<file path="src/rtl/adc_scan_controller.sv">
`timescale 1ns/1ps
// adc_scan_controller
// Serial master for the ADC128S022 line-follower sensor ADC. Round-robins
// three channels (CH_A, CH_B, CH_C), drives CS/SCK/DIN, shifts in DOUT and
// keeps the latest 12-bit result of each channel. scan_done pulses for one
// cycle whenever the CH_C result is written (one full A/B/C scan).
// Optional feature: define ADC_AVG_EN to make each output the two-sample
// average of the current and previous conversion of that channel.
module adc_scan_controller #(
  parameter logic [2:0] CH_A = 3'd5,
  parameter logic [2:0] CH_B = 3'd6,
  parameter logic [2:0] CH_C = 3'd7
) (
  input  logic        clk_3125KHz,
  input  logic        rst_n,
  input  logic        adc_dout,
  output logic        adc_cs_n,
  output logic        adc_sck,
  output logic        adc_din,
  output logic [11:0] d_out_a,
  output logic [11:0] d_out_b,
  output logic [11:0] d_out_c,
  output logic        scan_done
);

  localparam logic [5:0] P_LAST = 6'd33;

  typedef enum logic [1:0] {
    SEQ_A = 2'd0,
    SEQ_B = 2'd1,
    SEQ_C = 2'd2
  } seq_t;

  logic [5:0]  p;
  logic [5:0]  p_next;
  logic        frame_end;
  logic        sample_bit;
  logic        cs_n_next;
  logic        sck_next;
  logic        din_next;
  seq_t        seq;
  seq_t        seq_next;
  seq_t        tag;
  seq_t        tag_next;
  logic        first_frame;
  logic        first_frame_next;
  logic [2:0]  seq_addr;
  logic [10:0] shift;
  logic [11:0] result;
  logic [11:0] upd_value;
  logic        write_en;

  // Phase bookkeeping: next phase, last-phase flag and DOUT sample slots
  always_comb begin
    p_next     = (p == P_LAST) ? 6'd0 : p + 6'd1;
    frame_end  = (p == P_LAST);
    sample_bit = (p >= 6'd3) && p[0];
  end

  // Phase counter, 0..33 then wrap; reset abandons any partial frame
  always_ff @(posedge clk_3125KHz or negedge rst_n) begin
    if (!rst_n) begin
      p <= 6'd0;
    end else begin
      p <= p_next;
    end
  end

  // ADC address of the channel whose address goes out in this frame
  always_comb begin
    case (seq)
      SEQ_A:   seq_addr = CH_A;
      SEQ_B:   seq_addr = CH_B;
      default: seq_addr = CH_C;
    endcase
  end

  // Pin levels for the coming phase; DIN only moves on entry to an SCK-low half
  always_comb begin
    cs_n_next = (p_next < 6'd2);
    sck_next  = (p_next < 6'd2) || p_next[0];
    din_next  = adc_din;
    if (p_next < 6'd2) begin
      din_next = 1'b0;
    end else if (!p_next[0]) begin
      case (p_next)
        6'd6:    din_next = seq_addr[2];
        6'd8:    din_next = seq_addr[1];
        6'd10:   din_next = seq_addr[0];
        default: din_next = 1'b0;
      endcase
    end
  end

  // Registered serial pins so CS/SCK/DIN are glitch-free at the ADC
  always_ff @(posedge clk_3125KHz or negedge rst_n) begin
    if (!rst_n) begin
      adc_cs_n <= 1'b1;
      adc_sck  <= 1'b1;
      adc_din  <= 1'b0;
    end else begin
      adc_cs_n <= cs_n_next;
      adc_sck  <= sck_next;
      adc_din  <= din_next;
    end
  end

  // DOUT shift register, MSB first; the four leading bits fall off the top
  always_ff @(posedge clk_3125KHz or negedge rst_n) begin
    if (!rst_n) begin
      shift <= 11'd0;
    end else if (sample_bit) begin
      shift <= {shift[9:0], adc_dout};
    end
  end

  // The last data bit is taken straight from the pin on the frame-end edge
  assign result   = {shift, adc_dout};
  assign write_en = frame_end && !first_frame;

  // Scan sequencer: next channel to address and tag for the data now arriving
  always_comb begin
    seq_next         = seq;
    tag_next         = tag;
    first_frame_next = first_frame;
    if (frame_end) begin
      tag_next         = seq;
      first_frame_next = 1'b0;
      case (seq)
        SEQ_A:   seq_next = SEQ_B;
        SEQ_B:   seq_next = SEQ_C;
        default: seq_next = SEQ_A;
      endcase
    end
  end

  // Sequencer state; the power-up frame converts channel 0 and is dropped
  always_ff @(posedge clk_3125KHz or negedge rst_n) begin
    if (!rst_n) begin
      seq         <= SEQ_A;
      tag         <= SEQ_A;
      first_frame <= 1'b1;
    end else begin
      seq         <= seq_next;
      tag         <= tag_next;
      first_frame <= first_frame_next;
    end
  end

`ifdef ADC_AVG_EN
  logic [11:0] prev_a;
  logic [11:0] prev_b;
  logic [11:0] prev_c;
  logic        seeded_a;
  logic        seeded_b;
  logic        seeded_c;
  logic [11:0] tag_prev;
  logic        tag_seeded;
  logic [12:0] avg_sum;

  // Average with the previous raw sample of the tagged channel once seeded
  always_comb begin
    tag_prev   = 12'd0;
    tag_seeded = 1'b0;
    case (tag)
      SEQ_A: begin
        tag_prev   = prev_a;
        tag_seeded = seeded_a;
      end
      SEQ_B: begin
        tag_prev   = prev_b;
        tag_seeded = seeded_b;
      end
      default: begin
        tag_prev   = prev_c;
        tag_seeded = seeded_c;
      end
    endcase
    avg_sum   = {1'b0, tag_prev} + {1'b0, result};
    upd_value = tag_seeded ? avg_sum[12:1] : result;
  end

  // Remember each channel's last raw sample for the next average
  always_ff @(posedge clk_3125KHz or negedge rst_n) begin
    if (!rst_n) begin
      prev_a   <= 12'd0;
      prev_b   <= 12'd0;
      prev_c   <= 12'd0;
      seeded_a <= 1'b0;
      seeded_b <= 1'b0;
      seeded_c <= 1'b0;
    end else if (write_en) begin
      case (tag)
        SEQ_A: begin
          prev_a   <= result;
          seeded_a <= 1'b1;
        end
        SEQ_B: begin
          prev_b   <= result;
          seeded_b <= 1'b1;
        end
        default: begin
          prev_c   <= result;
          seeded_c <= 1'b1;
        end
      endcase
    end
  end
`else
  assign upd_value = result;
`endif

  // Result registers and the scan-complete strobe
  always_ff @(posedge clk_3125KHz or negedge rst_n) begin
    if (!rst_n) begin
      d_out_a   <= 12'd0;
      d_out_b   <= 12'd0;
      d_out_c   <= 12'd0;
      scan_done <= 1'b0;
    end else begin
      scan_done <= write_en && (tag == SEQ_C);
      if (write_en) begin
        case (tag)
          SEQ_A:   d_out_a <= upd_value;
          SEQ_B:   d_out_b <= upd_value;
          default: d_out_c <= upd_value;
        endcase
      end
    end
  end

endmodule

</file>
<file path="config.mk">
export PLATFORM = sky130hd
export DESIGN_NAME = adc_scan_controller
export DESIGN_NICKNAME = d
export VERILOG_FILES = /design/src/rtl/adc_scan_controller.sv
export SDC_FILE = /design/constraint.sdc
export NUM_CORES = 1
export LEC_CHECK = 0
export CAP_MARGIN = 20
export CORE_UTILIZATION = 25
export CTS_CLUSTER_DIAMETER = 30
export DETAILED_ROUTE_END_ITERATION = 12
export SKIP_CTS_REPAIR_TIMING = 1
export SYNTH_ARGS = -nofsm -noshare
export SYNTH_HDL_FRONTEND = slang
export SYNTH_SLANG_ARGS = --single-unit
</file>
<file path="constraint.sdc">
create_clock -name clk_3125KHz -period 1.9 [get_ports clk_3125KHz]
set_input_delay 0.38 -clock clk_3125KHz [delete_from_list [all_inputs] [get_ports clk_3125KHz]]
set_output_delay 0.38 -clock clk_3125KHz [all_outputs]
set_load 0.02 [all_outputs]
</file>
==> results of run 1 <==
worst min-delay path by stage:
stage	start	end	slack, ns	cells past startpoint
final	rst_n	d_out_b[5]$_DFFE_PN0P_	0.04	2
after global routing	rst_n	d_out_c[5]$_DFFE_PN0P_	0.04	2
after floorplan	rst_n	adc_din$_DFFE_PN0P_	0.08	0
after detailed placement	rst_n	d_out_b[6]$_DFFE_PN0P_	0.42	2
after CTS	rst_n	d_out_b[5]$_DFFE_PN0P_	0.04	2
after global placement	rst_n	d_out_b[6]$_DFFE_PN0P_	0.41	2
cell usage in the layout (no fill, tap or decap), drive strengths merged, types with 2 or more instances in the layout:
master and n:
a21oi 7, a31oi 2, buf 13, bufinv 3
clkbuf 10, clkdlybuf4s50 41, clkinv 3, dfrtp 59
dfstp 3, ha 2, inv 2, mux2 49
mux2i 2, nand2 9, nand3 3, nor2 6
nor3 3, or2 2, xnor2 3, xor2 2
final cells by class:
cell class / instances / area (sq um) / share of cell area, %
Timing Repair Buffer: 54 / 555.5 / 15.55
Multi-Input combinational cell: 104 / 1039 / 29.06
Tap cell: 136 / 170.2 / 4.762
Clock inverter: 6 / 108.9 / 3.046
Inverter: 2 / 7.507 / 0.2101
Clock buffer: 10 / 137.6 / 3.852
Sequential cell: 62 / 1555 / 43.52
registers in the layout, indices dropped and copies added (netlist names), 2 cells and up:
name and cells:
d_out_a 12, d_out_b 12, d_out_c 12, p 6
seq 2, shift 11, tag 2
where the power goes:
group,switching [mW],leakage [nW],total (mW),internal (mW)
Combinational,0.0575,0.726,0.110,0.0520
Clock,0.504,0.126,1.41,0.904
Sequential,0.0229,0.774,1.37,1.35
Total,0.584,1.63,2.89,2.30
routing by layer:
metal  global-route usage, %  routed length, um  vias to the layer above
met5                       0                  0                        -
met4                   5.734                 89                        0
met3                   3.340                200                        9
met2                   14.71               2369                       41
met1                   12.94               2443                      800
li1                        -                  -                      738
synthesized netlist by cell type (2+ instances only):
library cell	count
dfrtp_1	59
dfstp_2	3
xor2_1	2
buf_6	4
nand3_1	3
mux2_2	37
a21oi_1	6
mux2_4	12
xnor2_1	3
nand2_1	7
nor3_1	3
a31oi_1	2
buf_4	2
mux2i_1	2
ha_1	2
buf_2	3
inv_1	2
nor2_1	4
kinds of logic after synthesis:
family / after synthesis
compound gates: 15
xor+xnor: 5
fa+ha+maj: 2
buf+inv: 12
flops: 62
mux: 51
simple gates: 31
metrics by stage:
stage	hold slack (ns)	power (mW)	std cells	instance area, sq um
floorplan	0.08441	1.432	178	2664
detailed placement	0.4172	1.508	357	3291
CTS	0.03977	2.934	373	3537
global route	0.04211	3.013	374	3573
global placement	0.4146	1.507	357	3291
finish	0.03570	2.888	374	3573
==> metrics.md, run 1 <==
| Metric | Value |
|---|---|
| Setup WS post-layout | `0.08159 ns` |
| Largest family of logic cells by synthesized area | `multiplexers` |
| Ys flop type | `dfrtp_1` |
| CTS tree | `done` |
| Crit end category | `output pin` |
| Initial Utilization | `25.80%` |
| Slew HR | `73.47%` |
| Seq/Total Area, Yosys | `58.38%` |
| TritonCTS buffer count | `9` |
| Clk slew on worst S/H paths | `0.07 ns` |
| First-pass GRT wire length | `8231 um` |
| Clock Latency Late Sink | `0.34 ns` |
| Inserted Diodes | `0` |
| Worst Reg-to-Reg Cells | `7` |
| CP delay by family, top | `buffers and inverters` |
| Cell Area, Synth | `0.002664 sq mm` |
| Nets | `238` |
| First-pass DRT Iterations | `4` |
| CP bufs+invs | `1` |
| Post-synthesis compound-gate area fraction | `3.946%` |
| Post-synthesis average cell area | `14.97 sq um` |
| Floorplan Core Area | `0.01032 sq mm` |
| FF-to-FF setup slack | `0.08 ns` |
| Fin crit share | `95.71%` |
| Post-route DRC | `0` |
| Routed length per instance | `13.64 um` |
| Initial antenna violation count | `0` |
| Final Hold Vio Count | `0` |
| # rows | `37` |
| Pwr Density | `808.1 mW/mm^2` |
| Crit-path max FO | `1` |
| IO Count | `43` |
| Syn Inst Count | `178` |
| Root Driver | `clkbuf_8` |
| Simple-Gate Fraction of Synth Area | `8.690%` |
| Post-DP HPWL | `3366 um` |
| IO Port Bufs | `42` |
| Vias per inst | `4.246` |
| Vias in the first global route | `1,603` |
| Die Ht | `105.2 um` |
| Setup Viol. Count Final | `0` |
| Synth top area share | `55.43%` |
| Die width | `105.2 um` |
| Final min period | `1.818 ns` |
| CP Launch Type | `flip-flop` |
| Post-synth EDFFs | `0` |
| Synth Area in Adders | `0.9394%` |
| Drt total wl | `5102 um` |
| Synthesized Nets | `183` |
| RSZ-0062 raised after global routing | `yes` |
| Clock Tree Buf Depth | `2` |
| Total Die Area | `0.01107 sq mm` |
| TNS Setup | `0 ns` |
| FF-to-FF End | `adc_din$_DFFE_PN0P_` |
| RD Place Congestion | `0.8119` |
| Clk_skew | `0.01100 ns` |
| Netlist cell types | `40` |
| Layout cells sized above 1 | `39.08%` |
| GRT Overall Usage | `10.05%` |
| Worst path max stage delay | `0.59 ns` |
| Largest net degree at the start of global routing | `63` |
| CP startpoint | `adc_sck$_DFF_PN1_` |
| Xor/xnor cell area share of the yosys netlist | `1.644%` |
| Worst min-delay path category | `in2async` |
| Number of max-cap violations | `0` |
| Number of DRC markers in iteration 0 | `38` |
| Stages on worst setup path | `1` |
| H-tree levels | `3` |
| Worst-Margin Slew | `0.3949 ns` |
| Register bit count reported by yosys | `62` |
| Sink Count | `62` |
| Routed Antenna Nets | `0` |
| Yosys warnings | `0` |
| Filler Cells Inserted | `998` |
| Post-Route Utilization | `34.61%` |
| WP data required | `1.52 ns` |
| Fmax achieved | `549.9 MHz` |
| Max Slew Vio Count | `0` |
| Area leader, netlist | `dfrtp_1` |
| VDD IR max | `0.3664 mV` |
| Critical-path top delay cell | `clkdlybuf4s50_1` |
| End of the critical path | `adc_sck` |
| Status | `finished, final reports clean` |
| Critical path, cell by cell | `clkdlybuf4s50_1` |
| Async set-reset flop share out of synthesis | `100.0%` |
| CP Class | `reg2out` |
| Worst r2r src | `p[0]$_DFF_PN0_` |
| Worst Path Arrival | `1.44 ns` |
| Setup WS pre-CTS | `0.01386 ns` |
| Top cells by area, synth | `dfrtp_1, mux2_2, mux2_4` |
| Routed vias | `1,588` |
| Area Growth Syn to Fin | `34.15%` |
| P_leak | `1.626 nW` |
| Grt total ovfl | `0` |
| Post-synthesis mux area share | `23.16%` |
Note: power is estimated with default switching activity, not from simulation.
==> inputs of run 2 (changes only) <==
CORE_ASPECT_RATIO = 0.5   (was not set)
CORE_MARGIN = 5   (was not set)
CORE_UTILIZATION = 48   (was 25)
PLACE_DENSITY = 0.76   (was not set)
==> run 2 against run 1 <==
Effect of this change: cell count is 16% lower; global-route usage is 4.8 points higher; first-iteration DRC count is 87% higher; worst hold slack better by 0.0070 ns; via count is 2.9% higher; fmax is 2.1% lower; clock skew is 0.0052 ns lower; non-clock buffer count is 4 higher; wire length is 1.5% lower; critical endpoint is now d_out_a[7]$_DFFE_PN0P_.
==> metrics.md, run 2 (same netlist as run 1, synthesis figures left out) <==
| Metric | Value |
|---|---|
| GRT Overall Usage | `14.89% (+4.8 points)` |
| Nets | `243 (+2.1%)` |
| TNS Setup | `0 ns (unchanged)` |
| CP Launch Type | `flip-flop` |
| Setup WS post-layout | `0.04273 ns (-0.03886 ns)` |
| WP data required | `2.12 ns (+0.60 ns)` |
| First-pass GRT wire length | `8349 um (+1.4%)` |
| Pwr Density | `735.2 mW/mm^2 (-9.0%)` |
| VDD IR max | `0.3314 mV (-9.5%)` |
| Number of DRC markers in iteration 0 | `71 (+87%)` |
| Post-DP HPWL | `3222 um (-4.3%)` |
| Vias in the first global route | `1,617 (+0.87%)` |
| WL met1 | `2247 um (-8.0%)` |
| Clock Latency Late Sink | `0.33 ns (about the same)` |
| IO Port Bufs | `42 (unchanged)` |
| Setup Viol. Count Final | `0 (unchanged)` |
| Routed length per instance | `15.95 um (+17%)` |
| Setup WS pre-CTS | `-0.01827 ns (-0.03213 ns)` |
| Clk slew on worst S/H paths | `0.06 ns (about the same)` |
| Worst Path Arrival | `2.07 ns (+0.63 ns)` |
| Die width | `115.4 um (+9.6%)` |
| TritonCTS buffer count | `9 (unchanged)` |
| Largest net degree at the start of global routing | `63 (unchanged)` |
| Max layer used | `met4` |
| Post-Route Utilization | `64.54% (+30 points)` |
| Routed Antenna Nets | `0 (unchanged)` |
| Root Driver | `clkbuf_8` |
| First-pass DRT Iterations | `4 (unchanged)` |
| Fmax achieved | `538.4 MHz (-2.1%)` |
| Drt total wl | `5024 um (-1.5%)` |
| Commonest non-fill, non-tap cell in the layout | `dfrtp_1` |
| IO Count | `43 (unchanged)` |
| Fin crit share | `97.75% (+2.0 points)` |
| Inserted Diodes | `0 (unchanged)` |
| Max Slew Vio Count | `0 (unchanged)` |
| CTS tree | `done` |
| FF-to-FF End | `d_out_a[7]$_DFFE_PN0P_` |
| Largest regs | `d_out_a: 12 flops, d_out_b: 12 flops, d_out_c: 12 flops` |
| Final Hold Vio Count | `0 (unchanged)` |
| CP Class | `reg2reg` |
| # rows | `19 (-49%)` |
| Area Growth Syn to Fin | `31.33%` |
| Clk_skew | `0.005848 ns (-0.005154 ns)` |
| Layout cells sized above 1 | `41.32% (+2.2 points)` |
| Floorplan Core Area | `0.005420 sq mm (-47%)` |
| Crit end category | `flip-flop` |
| Worst-Margin Slew | `0.3807 ns (-0.01420 ns)` |
| Worst Reg-to-Reg Cells | `8 (+1)` |
| Routed vias | `1,634 (+2.9%)` |
| Grt total ovfl | `0 (unchanged)` |
| Metal3 WL | `256 um (+28%)` |
| Initial Utilization | `49.15% (+23 points)` |
| Filler Cells Inserted | `409 (-59%)` |
| Final min period | `1.857 ns (+0.03886 ns)` |
| Slew HR | `74.62% (+1.1 points)` |
| Initial antenna violation count | `0 (unchanged)` |
| RD Place Congestion | `0.9152 (+13%)` |
| Die Ht | `62.68 um (-40%)` |
| Post-route DRC | `0 (unchanged)` |
| Status | `finished, final reports clean` |
| Worst min-delay path category | `in2async` |
| Number of max-cap violations | `0 (unchanged)` |
| WL met2 | `2479 um (+4.6%)` |
| Total Die Area | `0.007230 sq mm (-35%)` |
| Crit-path max FO | `6 (+5)` |
| Most frequent cells in the layout | `dfrtp_1, clkdlybuf4s50_1, mux2_2` |
| H-tree levels | `3 (unchanged)` |
| FF-to-FF setup slack | `0.04 ns (-0.04 ns)` |
| Worst r2r src | `p[1]$_DFF_PN0_` |
| P_leak | `1.661 nW (+2.1%)` |
| Sink Count | `62 (unchanged)` |
| Vias per inst | `5.187 (+22%)` |
| Clock Tree Buf Depth | `2 (unchanged)` |
[run 2: how the worst max path moves through the flow]
stage                               to      startpoint
2_1_floorplan  d_out_a[10]$_DFFE_PN0P_  p[1]$_DFF_PN0_
3_3_place_gp    d_out_b[3]$_DFFE_PN0P_  p[1]$_DFF_PN0_
3_5_place_dp       adc_din$_DFFE_PN0P_  p[0]$_DFF_PN0_
4_1_cts            adc_din$_DFFE_PN0P_  p[0]$_DFF_PN0_
5_1_grt         d_out_a[4]$_DFFE_PN0P_  p[1]$_DFF_PN0_
6_report        d_out_a[7]$_DFFE_PN0P_  p[1]$_DFF_PN0_
[run 2: layout make-up]
class,instances,area [sq um],share of cell area (%)
clock inverters,5,50.05,1.431
inverters,2,7.507,0.2146
repair buffers,58,590.6,16.88
well taps,73,91.34,2.611
flip-flops and latches,62,1555,44.46
clock buffers,10,137.6,3.934
multi-input cells,105,1066,30.47
[run 2: layer usage]
metal	global-route usage (%)	vias up
met5	0	-
met4	3.953	0
met1	18.78	844
met2	23.34	31
li1	-	752
met3	6.673	7
[run 2: worst max-delay path: stages, from the launching register on]
cell and delay [ns]:
dfrtp_1 0.38, inv_1 0.06, ha_2 0.16, and3b_2 0.25
nand2_8 0.09, nor4_4 0.14, buf_4 0.19, clkbuf_16 0.15
mux2_2 0.32
[run 2: where the power goes]
group | switching, mW | leakage [nW] | internal, mW
Sequential | 0.0228 | 0.774 | 1.35
Combinational | 0.0580 | 0.785 | 0.0521
Clock | 0.467 | 0.102 | 0.624
[run 2: stage by stage]
stage / total power, mW / area [sq um] / hold slack (ns) / std cells
4_1_cts: 2.606 / 3385 / 0.03941 / 307
6_report: 2.572 / 3498 / 0.04269 / 315
3_5_place_dp: 1.507 / 3197 / 0.4093 / 292
3_3_place_gp: 1.503 / 3197 / 0.4034 / 292
5_1_grt: 2.680 / 3498 / 0.05637 / 315
2_1_floorplan: 1.432 / 2664 / 0.08441 / 178
==> RTL change (config.mk and constraints of run 2) <==
Register the output `d_out_c` once more, with the module's reset; this adds one clock of latency there. The other outputs are not delayed to match.
--- a/src/rtl/adc_scan_controller.sv
+++ b/src/rtl/adc_scan_controller.sv
@@ -32,4 +32,6 @@
   } seq_t;
 
+  logic [11:0] d_out_c_s0;
+
   logic [5:0]  p;
   logic [5:0]  p_next;
@@ -216,5 +218,5 @@
       d_out_a   <= 12'd0;
       d_out_b   <= 12'd0;
-      d_out_c   <= 12'd0;
+      d_out_c_s0 <= 12'd0;
       scan_done <= 1'b0;
     end else begin
@@ -224,5 +226,5 @@
           SEQ_A:   d_out_a <= upd_value;
           SEQ_B:   d_out_b <= upd_value;
-          default: d_out_c <= upd_value;
+          default: d_out_c_s0 <= upd_value;
         endcase
       end
@@ -230,4 +232,12 @@
   end
 
+  always_ff @(posedge clk_3125KHz or negedge rst_n) begin
+    if (!rst_n) begin
+      d_out_c <= '0;
+    end else begin
+      d_out_c <= d_out_c_s0;
+    end
+  end
+
 endmodule
 
Check against the original RTL: same outputs for any inputs over 10 cycles, from zero or initial values and one cycle with rst_n low; that may be too few to reach the edited logic, so the function may still have changed.
==> RTL change against run 2 <==
- area after synthesis rose by 12%
- worst setup slack got worse by 0.011 ns
- highest routed layer unchanged
- sequential cell count rose by 12
- routed wire length rose by 9.4%
- total power rose by 40%
- count of clock-buffer cells in the layout did not move
- sequential share of layout area rose by 3.0 points
- die area rose by 10%
- cell area rose by 12%
==> RTL change: results (changes against run 2) <==
status: finished, final reports clean (unchanged)
Initial DRT Pass Iterations: 4 (unchanged)
Clock transition at path regs: 0.06 ns (about the same)
port bufs: 42 (unchanged)
synth top area cells: dfrtp_1 (60%), mux2_2 (14%), mux2_4 (6.6%), dfstp_2 (2.6%), buf_6 (1.5%) (was dfrtp_1 (55%), mux2_2 (16%), mux2_4 (6.8%), dfstp_2 (3.0%), buf_6 (1.7%))
Placer Congestion: 0.8734 (was 0.9152)
DR iter-0 viols: 120 (was 71)
Critical-path top delay cell: dfrtp_1 (unchanged)
post-DP HPWL: 3471 um (was 3222 um)
share of cells above drive strength 1: 36.80% (was 41.32%)
Total GRT Usage: 15.23% (was 14.89%)
Ant. Diodes: 0 (unchanged)
H-Tree Depth: 3 (unchanged)
R2R Path End: adc_din (was d_out_a[7])
CTS Root Cell: clkbuf_16 (was clkbuf_8)
Vias/cell: 4.979 (was 5.187)
Clock Skew: 0.009487 ns (was 0.005848 ns)
Leakage: 1.889 nW (was 1.661 nW)
min-delay worst type: reg2reg (was in2async)
routed length per instance: 16.26 um (was 15.95 um)
first-pass GRT wire length: 9073 um (was 8349 um)
worst hold path depth: 0
delay-heaviest family, CP: compound AO/OA/AOI/OAI gates (was simple AND/OR/NAND/NOR gates)
met2 usage: 24.05% (was 23.34%)
vias in the first global route: 1702 (was 1617)
clock latency on the worst-skew pair: 0.33 ns (about the same)
Max FO, Critical Path: 4 (was 6)
WP data arrival: 2.10 ns (was 2.07 ns)
antenna violations before repair: 0 (unchanged)
Layout Nets: 250 (was 243)
R2R Path Start: p[0] (was p[1])
M1 GR Usage: 19.25% (was 18.78%)
synthesis warning total: 0 (unchanged)
Async S/R FF share, synth: 100.0% (unchanged)
synth unique cells: 39 (was 40)
Crit path largest cell delay: 0.38 ns (about the same)
met3 usage: 5.933% (was 6.673%)
Longest Clk Path Bufs: 2 (unchanged)
total CTS buffers: 9 (unchanged)
worst slack at placement: -0.01544 ns (was -0.01827 ns)
maximum vdd ir drop: 0.3902 mV (was 0.3314 mV)
syn nets: 195 (was 183)
register area share after synthesis: 62.34% (was 58.38%)
hold worst-path end: d_out_c[10]
GRT overflow: 0 (unchanged)
commonest cells in the netlist: dfrtp_1 (71), mux2_2 (36), mux2_4 (13) (was dfrtp_1 (59), mux2_2 (37), mux2_4 (12))
Synth Flop Type: dfrtp_1 (unchanged)
slew margin rel.: 75.01% (was 74.62%)
largest net degree at the start of global routing: 60 (was 63)
reg2reg path depth: 7 (was 8)
worst hold start: d_out_c_s0[10]
-- RTL change: routing by layer --
metal,part of all wire [%],wire length (um),up-vias
met4,0.96,53,0
met1,45,2470,852
li1,-,-,787
met2,50,2729,40
met3,4.4,243,4
met5,0,0,-
-- RTL change: cell type report --
cell class / instances / area (um^2)
inverters: 2 / 7.507
clock buffers: 10 / 239.0
fillers: 415 / 2120
multi-input cells: 105 / 1064
repair buffers: 53 / 538.0
flip-flops and latches: 74 / 1857
clock inverters: 6 / 96.34
well taps: 88 / 110.1
-- RTL change: how the worst max path moves through the flow --
stage          slack [ns]  from  cells after the start     endpoint
3_3_place_gp         0.08  p[0]                      7      adc_din
6_report             0.03  p[0]                      7      adc_din
2_1_floorplan        0.08  p[1]                      8  d_out_a[10]
3_5_place_dp        -0.02  p[0]                      7      adc_din
5_1_grt             -0.03  p[0]                      7      adc_din
4_1_cts             -0.02  p[0]                      7      adc_din
-- RTL change: through the flow --
step           cells  cell area [um^2]  hold slack (ns)
2_1_floorplan    190              2977          0.08441
3_3_place_gp     320              3536           0.3105
3_5_place_dp     320              3536           0.3127
4_1_cts          336              3871         -0.04084
5_1_grt          338              3911           0.3807
6_report         338              3911           0.3675
-- RTL change: logic make-up after synthesis --
logic type	after synthesis	synth area share, %
simple gates	31	8.071
buf+inv	12	2.900
flops	74	62.34
compound gates	15	3.531
mux	51	20.85
fa+ha+maj	2	0.8406
xor+xnor	5	1.471
-- RTL change: power breakdown --
group	leakage, nW	internal [W]	total (W)	switching [W]
combinational	0.789	0.0000540	0.000117	0.0000634
sequential	0.939	0.00160	0.00163	0.0000250
clock	0.161	0.00120	0.00185	0.000647
total	1.89	0.00286	0.00359	0.000735
-- RTL change: worst reg2reg max path: cells and delay by family, from the launching register on --
family | cells | cell delay [ns]
AOI/OAI and AO/OA | 3 | 0.52
DFF | 1 | 0.38
and+or+nand+nor | 1 | 0.27
adders and majority gates | 1 | 0.23
muxes | 1 | 0.21
buffers and inverters | 1 | 0.17
